--- src/rtl/mul_pkg.sv ---
// Shared types and constants for the HI/LO shift-add multiplier.
package mul_pkg;
  localparam int DATA_W    = 32;
  localparam int MUL_ITERS = 32;

  typedef enum logic [1:0] {
    IDLE = 2'd0,
    RUN  = 2'd1,
    SIGN = 2'd2
  } mul_state_t;
endpackage

--- src/rtl/hilo_mult_ctrl_if.sv ---
// Request/result bundle between the issuing pipeline and the HI/LO multiplier.
interface hilo_mult_ctrl_if;
  import mul_pkg::*;
  logic              start;
  logic              is_signed;
  logic [DATA_W-1:0] rs_val;
  logic [DATA_W-1:0] rt_val;
  logic              mthi;
  logic              mtlo;
  logic [DATA_W-1:0] wdata;
  logic              busy;
  logic              done;
  logic [DATA_W-1:0] hi;
  logic [DATA_W-1:0] lo;

  modport master (
    output start, is_signed, rs_val, rt_val, mthi, mtlo, wdata,
    input  busy, done, hi, lo
  );

  modport slave (
    input  start, is_signed, rs_val, rt_val, mthi, mtlo, wdata,
    output busy, done, hi, lo
  );
endinterface

--- src/rtl/mult_step.sv ---
// One combinational shift-add iteration over the {A,Q} product register.
module mult_step
  import mul_pkg::*;
(
  input  logic [DATA_W-1:0] a,
  input  logic [DATA_W-1:0] q,
  input  logic [DATA_W-1:0] m,
  output logic [DATA_W-1:0] a_next,
  output logic [DATA_W-1:0] q_next
);
  logic [DATA_W:0] sum;

  // Carry-out becomes the new MSB of A; the sum LSB shifts into Q.
  assign sum    = {1'b0, a} + (q[0] ? {1'b0, m} : '0);
  assign a_next = sum[DATA_W:1];
  assign q_next = {sum[0], q[DATA_W-1:1]};
endmodule

--- src/rtl/hilo_mult_ctrl.sv ---
// Multi-cycle MULT/MULTU unit owning the HI/LO registers and stall signal.
module hilo_mult_ctrl
  import mul_pkg::*;
(
  input  logic              clk,
  input  logic              reset,
  hilo_mult_ctrl_if.slave   bus
);
  mul_state_t        state;
  logic [4:0]        cnt;
  logic [DATA_W-1:0] a_r, q_r, m_r;
  logic              neg;
  logic [DATA_W-1:0] a_nxt, q_nxt;
  logic [DATA_W-1:0] hi_r, lo_r;
  logic              busy_r, done_r;

  function automatic logic [DATA_W-1:0] abs_op(input logic [DATA_W-1:0] v,
                                               input logic sg);
    // 0x80000000 maps to itself, which is its correct unsigned magnitude.
    return (sg && v[DATA_W-1]) ? (~v + 1'b1) : v;
  endfunction

  function automatic logic [2*DATA_W-1:0] neg64(input logic [2*DATA_W-1:0] v,
                                                input logic en);
    return en ? (~v + 1'b1) : v;
  endfunction

  mult_step u_step (
    .a      (a_r),
    .q      (q_r),
    .m      (m_r),
    .a_next (a_nxt),
    .q_next (q_nxt)
  );

  always_ff @(posedge clk or posedge reset) begin
    if (reset) begin
      state  <= IDLE;
      cnt    <= '0;
      a_r    <= '0;
      q_r    <= '0;
      m_r    <= '0;
      neg    <= 1'b0;
      hi_r   <= '0;
      lo_r   <= '0;
      busy_r <= 1'b0;
      done_r <= 1'b0;
    end else begin
      done_r <= 1'b0;
      unique case (state)
        IDLE: begin
          if (bus.start) begin
            m_r    <= abs_op(bus.rs_val, bus.is_signed);
            q_r    <= abs_op(bus.rt_val, bus.is_signed);
            a_r    <= '0;
            neg    <= bus.is_signed & (bus.rs_val[DATA_W-1] ^ bus.rt_val[DATA_W-1]);
            cnt    <= '0;
            busy_r <= 1'b1;
            state  <= RUN;
          end else begin
            if (bus.mthi) hi_r <= bus.wdata;
            if (bus.mtlo) lo_r <= bus.wdata;
          end
        end
        RUN: begin
          a_r <= a_nxt;
          q_r <= q_nxt;
          cnt <= cnt + 5'd1;
          if (cnt == 5'(MUL_ITERS - 1)) state <= SIGN;
        end
        SIGN: begin
          {hi_r, lo_r} <= neg64({a_r, q_r}, neg);
          done_r <= 1'b1;
          busy_r <= 1'b0;
          state  <= IDLE;
        end
        default: begin
          busy_r <= 1'b0;
          state  <= IDLE;
        end
      endcase
    end
  end

  assign bus.busy = busy_r;
  assign bus.done = done_r;
  assign bus.hi   = hi_r;
  assign bus.lo   = lo_r;
endmodule

--- src/flat_wrapper.sv ---
// flat-port wrapper written by rule: the top's interface ports become plain ports
module hilo_mult_ctrl_flat import mul_pkg::*;
  (clk, reset, bus_start, bus_is_signed, bus_rs_val, bus_rt_val, bus_mthi, bus_mtlo, bus_wdata, bus_busy, bus_done, bus_hi, bus_lo);
  hilo_mult_ctrl_if bus_i ();
  input  logic clk;
  input  logic reset;
  input wire logic [$bits(bus_i.start)-1:0] bus_start;
  input wire logic [$bits(bus_i.is_signed)-1:0] bus_is_signed;
  input wire logic [$bits(bus_i.rs_val)-1:0] bus_rs_val;
  input wire logic [$bits(bus_i.rt_val)-1:0] bus_rt_val;
  input wire logic [$bits(bus_i.mthi)-1:0] bus_mthi;
  input wire logic [$bits(bus_i.mtlo)-1:0] bus_mtlo;
  input wire logic [$bits(bus_i.wdata)-1:0] bus_wdata;
  output wire logic [$bits(bus_i.busy)-1:0] bus_busy;
  output wire logic [$bits(bus_i.done)-1:0] bus_done;
  output wire logic [$bits(bus_i.hi)-1:0] bus_hi;
  output wire logic [$bits(bus_i.lo)-1:0] bus_lo;
  assign bus_i.start = bus_start;
  assign bus_i.is_signed = bus_is_signed;
  assign bus_i.rs_val = bus_rs_val;
  assign bus_i.rt_val = bus_rt_val;
  assign bus_i.mthi = bus_mthi;
  assign bus_i.mtlo = bus_mtlo;
  assign bus_i.wdata = bus_wdata;
  assign bus_busy = bus_i.busy;
  assign bus_done = bus_i.done;
  assign bus_hi = bus_i.hi;
  assign bus_lo = bus_i.lo;
  hilo_mult_ctrl u_core (.clk(clk), .reset(reset), .bus(bus_i));
endmodule
--- config.mk ---
export PLATFORM = sky130hd
export DESIGN_NAME = hilo_mult_ctrl_flat
export DESIGN_NICKNAME = d
export VERILOG_FILES = /design/src/rtl/mul_pkg.sv /design/src/rtl/hilo_mult_ctrl_if.sv /design/src/rtl/mult_step.sv /design/src/rtl/hilo_mult_ctrl.sv /design/src/flat_wrapper.sv
export SDC_FILE = /design/constraint.sdc
export NUM_CORES = 1
export LEC_CHECK = 0
export BUFFER_PORTS_ARGS = -buffer_cell sky130_fd_sc_hd__buf_2
export CAP_MARGIN = 20
export CORE_ASPECT_RATIO = 1.2
export CORE_MARGIN = 5
export CORE_UTILIZATION = 55
export CTS_BUF_LIST = sky130_fd_sc_hd__clkbuf_4 sky130_fd_sc_hd__clkbuf_8
export CTS_CLUSTER_DIAMETER = 80
export DETAILED_ROUTE_END_ITERATION = 7
export PLACE_DENSITY = 0.77
export SLEW_MARGIN = 10
export SYNTH_ARGS = -nofsm -noshare
export SYNTH_HDL_FRONTEND = slang
export SYNTH_SLANG_ARGS = --single-unit
--- constraint.sdc ---
create_clock -name clk -period 14.6 [get_ports clk]
set_input_delay 2.92 -clock clk [delete_from_list [all_inputs] [get_ports clk]]
set_output_delay 2.92 -clock clk [all_outputs]
set_load 0.05 [all_outputs]
Word level (Yosys, flattened, before mapping)
Index checks and enable logic that the tools add are counted.
W data, S select, Z words.
- logic and storage cells: 62
- bits in registers: 170
- input bits: 102
- output and inout port bits: 66
- bitwise logic cells: 6
- $add $sub $neg: 5
- equality and inequality tests: 8
- muxes and demuxes: 22
- reduce and logical (&&, ||, !) cells: 11
- operators by type and width (kind ; number):
    $mux W32 ; 9
    $pmux W32 S2 ; 4
    $add A32 B1 Y32 const B ; 2
    $add A64 B1 Y64 const B ; 1
    $mux W64 ; 1
    $not A32 Y32 ; 2
    $not A64 Y64 ; 1
    $add A32 B33 Y33 ; 1
    $pmux W5 S2 ; 1
    $ne A2 B2 Y1 const B ; 4
    $reduce_and A2 Y1 ; 4
    $reduce_and A3 Y1 ; 2
    $add A5 B1 Y5 const B ; 1
    $eq A5 B5 Y1 const B ; 1
    $mux W5 ; 1
    $mux W2 ; 2
    $pmux W2 S2 ; 1
    $reduce_bool A2 Y1 ; 2
    $eq A2 B1 Y1 const B ; 1
    $eq A2 B2 Y1 const B ; 1
    $logic_and A1 B1 Y1 ; 2
    $logic_not A2 Y1 ; 1
    $mux W1 ; 2
    $ne A2 B1 Y1 const B ; 1
    4 further kinds ; 4

Depth between registers and ports, before layout
- depth after elaboration: 5
- mapped depth: 13
- mapped depth without buffers: 12

By module
A second synthesis with hierarchy kept.
- cells, all modules: 1471
- area total of the unflattened synthesis: 12211.7 sq um
- modules (own cells, without submodules) (module ; instances ; seq. area each (sq um) ; cells an instance ; area an instance (sq um)):
    hilo_mult_ctrl ; 1 ; 4254.1 ; 1176 ; 10024.6
    mult_step ; 1 ; 0.0 ; 295 ; 2187.1

Worst setup path after synthesis
Ideal clock, no wire load.
- kind: in2reg
- start point: input bus_rs_val[0]
- end point: register u_core.m_r[27]
- arrival time: 5191 ps
- data required time: 14467 ps
- setup time: 133 ps
- buffers on the path: 0
- cell stages on the path: 8
- setup slack: 9276 ps
- cell sequence: or4_1 > or3b_2 > or3_1 > nor2_1 > nand2_1 > o41ai_1 > xor2_1 > o21ai_0
- longest elaborated chain between the ends: 3
- RTL lines (item ; RTL line ; RTL):
    start, declared ; flat_wrapper.sv:9 ; input wire logic [$bits(bus_i.rs_val)-1:0] bus_rs_val;
    $not A32 Y32 ; hilo_mult_ctrl.sv:20 ; return (sg && v[DATA_W-1]) ? (~v + 1'b1) : v;
    $add A32 B1 Y32 ; hilo_mult_ctrl.sv:20 ;
    $mux W32 ; hilo_mult_ctrl.sv:20 ;
    end signal, assigned ; hilo_mult_ctrl.sv:53 ; m_r <= abs_op(bus.rs_val, bus.is_signed);
    end, declared ; hilo_mult_ctrl.sv:11 ; logic [DATA_W-1:0] a_r, q_r, m_r;
No other way between the ends.
A chain may end at the register's enable or synchronous reset.

Final worst setup path
Same ends and word-level chain as after synthesis.

==> impl_results.md <==
* Fin Setup TNS at 0 ns
* Top post-synthesis cells by area: dfrtp_1 (37%), o21ai_0 (7.9%), xnor2_1 (6.0%)
* DRT Pass-1 Iters at 5
* Synthesized area at 11,400 um2
* Vias in the first global route at 9,751
* Post-cts resize count at 0
* Gpl congestion at 0.975
* First-pass GRT wire length at 49,100 um
* Worst Max-Slew Pin Slew at 1.09 ns
* Crit-path cells: buf_2 > or4_1 > or3b_2 > or3_1 > nor2_1 > nand2_1 > o41ai_1 > xor2_1 > o21ai_0
* Proportion of layout cells with a drive suffix above 1 at 15.8%
* Core Rows at 57
* Starting DRT DRC Count at 737
* Worst Hold Class: reg2reg
* Fin. Hold Viols at 0
* Final nets at 1,580
* TritonCTS clock tree: done
* CP startpoint kind: input port
* CTS Root Cell: clkbuf_8
* Hold endpoint: u_core.m_r[5]
* Drt total wl at 30,600 um
* Ys flop type: dfrtp_1
* FF-to-FF End: u_core.a_r[25]
* Post-DR wirelength/cell at 17.8 um
* Slowest cell on crit path: or4_1
* Commonest non-fill, non-tap cell in the layout: o21ai_0
* Max IR drop VDD at 0.147 mV
* Reg-to-Reg Start: u_core.q_r[0]
* Placed Cells at 1,686
* Hold depth at 2
* R2R Setup Slk at 10.62 ns
* CP max stage delay at 0.57 ns
* Worst hold slack at 0.478 ns
* Clock Sinks at 170
* Sequential element share of the synthesized area at 37.3%
* Post-layout power at 2.89 mW
* Post-route ant nets at 0
* Hpwl dp at 23,200 um
* IO Port Bufs at 167
* Vias/cell at 6.05
* Non-Filler Instances at 1,718
* IO Count at 168
* Min Tclk post-route at 5.23 ns
* Max cap viols at 0
* CTS Hold Bufs at 0
* Number of CTS-inserted buffers at 17
* Max Fclk at 0.191 GHz
* Required time of the critical path at 14.94 ns
* Placed cell areas at 12,300 um2
* RSZ-0062 raised after global routing: no
* Crit path max fanout at 7
* Initial antenna violation count at 1
* CTS clk-pin slew, worst paths at 0.09 ns
* Final setup viols at 0
* Final worst setup slack at 9.37 ns
* Worst slack, placed at 8.85 ns
* Htree depth at 4
* Core area at 20,300 um2
* Cell accounting for the most synthesized area: dfrtp_1
* Pin count of the biggest net entering global routing at 129
* Clock Skews at 0.0136 ns
* Crit Path Class: in2reg
* EDFF count, synth at 0
* Fill cells at 1,802
* YS warnings at 0
* Static Leakage at 5.24 nW
* Post-synth top area share at 37.3%
* R2r worst-path depth at 12
* Kind of end point of the critical path: flop
* Die area at 23,700 um2
* Die height at 168 um
* Area grow syn2layout at 11.4%
* Later-pin clock latency in the skew report at 0.49 ns
* DRC viols at 0
* Post-CTS Setup Bufs at 0
* CTS Buffer Depth at 2
* Post-Synthesis Net Count at 1,466
* Max Slew Vio Count at 0
* Post-Layout Inst Area at 12,700 um2
* Grt total ovfl at 0
* Status: finished, final reports clean
* Synth cell types at 67
* Via count at 10,400
* Asr flop ratio synth at 100%
* Gr usage total at 25.3%
* Final core utilization at 62.5%
* Most frequent cells in the layout: o21ai_0 (181), nand2_1 (172), dfrtp_1 (169)
* Die X at 141 um
* Mapped Cells at 1,326
* Synthesized flop and latch total at 170
* CP delay by family, top: simple AND/OR/NAND/NOR gates
* Critical path arrival at 5.57 ns
* WP buf/inv at 1
* Pwr per Cell Area at 227 nW/um2
* Final Cycle Share at 35.8%
* Worst rel slew slack at 27.5%
* Hold_sp: u_core.m_r[5]
* Initial Util at 56.1%
* N_diodes at 0
* Post-Syn Area per Cell at 8.60 um2
-- cell usage after synthesis, drive strengths merged (5+ instances only) --
cell type  count
nand2        173
o31ai         31
clkbuf        68
dfrtp        170
mux2i         47
nor2b         24
or4           20
nand3         21
o21ai        184
nor3          20
a21o          11
or2            6
buf           10
a31oi         14
xor2          60
nor4           5
or3           18
ha            37
xnor2         78
and3           5
nand4          5
nor2          59
and2          38
o211ai         7
a211oi        28
nand2b        12
o41ai         15
a22o          10
inv           18
a22oi         23
a21oi         74
-- where the power goes --
part           total (mW)  internal (mW)  leakage, nW  switching [mW]
logic                1.60          0.571         3.00            1.02
clock network       0.314          0.126        0.184           0.188
registers           0.979          0.706         2.05           0.273
-- state kept, by name, indices dropped and copies added, names as in the netlist --
register / cells
u_core.a_r: 32
u_core.bus.busy: 1
u_core.bus.done: 1
u_core.bus.hi: 32
u_core.bus.lo: 32
u_core.cnt: 5
u_core.m_r: 32
u_core.neg: 1
u_core.q_r: 32
u_core.state: 2
-- cell type report --
class / count / area [um2] / area share [%]
Multi-Input combinational cell: 1060 / 6800 / 53.5
Sequential cell: 170 / 4260 / 33.5
Timing Repair Buffer: 173 / 881 / 6.93
Tap cell: 265 / 332 / 2.61
Clock buffer: 18 / 248 / 1.95
Clock inverter: 14 / 114 / 0.896
Inverter: 18 / 73.8 / 0.581
-- tightest hold or removal path, cell delays in order (launching register included) --
cell and delay [ns]:
dfrtp_1 0.34, nand2_1 0.04, o21ai_0 0.06
-- metal layers --
metal / global-route usage (%) / part of all wire (%) / vias up
met5: 0 / 0.023 / -
met4: 8.64 / 2.7 / 2
met3: 3.85 / 6.2 / 64
met2: 42.9 / 49 / 366
met1: 33.2 / 42 / 4953
li1: - / - / 5001
-- logic make-up (layout without fill, tap and decap cells) --
kind of cell	after synthesis	in the layout	share of synthesized area, %
compound gates	423	423	22.8
xor+xnor	138	138	10.6
fa+ha+maj	38	38	4.23
buf+inv	96	223	3.24
flops	170	170	37.3
mux	47	47	4.12
simple gates	414	414	17.7
-- worst max path at each step --
stage	to	startpoint	cells after the start
finish	u_core.m_r[27]	bus_rs_val[0]	9
global route	u_core.m_r[27]	bus_rs_val[0]	9
CTS	u_core.m_r[27]	bus_rs_val[0]	9
detailed placement	u_core.m_r[27]	bus_rs_val[0]	9
global placement	u_core.m_r[27]	bus_rs_val[0]	9
floorplan	u_core.a_r[0]	reset	1
Power figures use the tool's default switching activity.
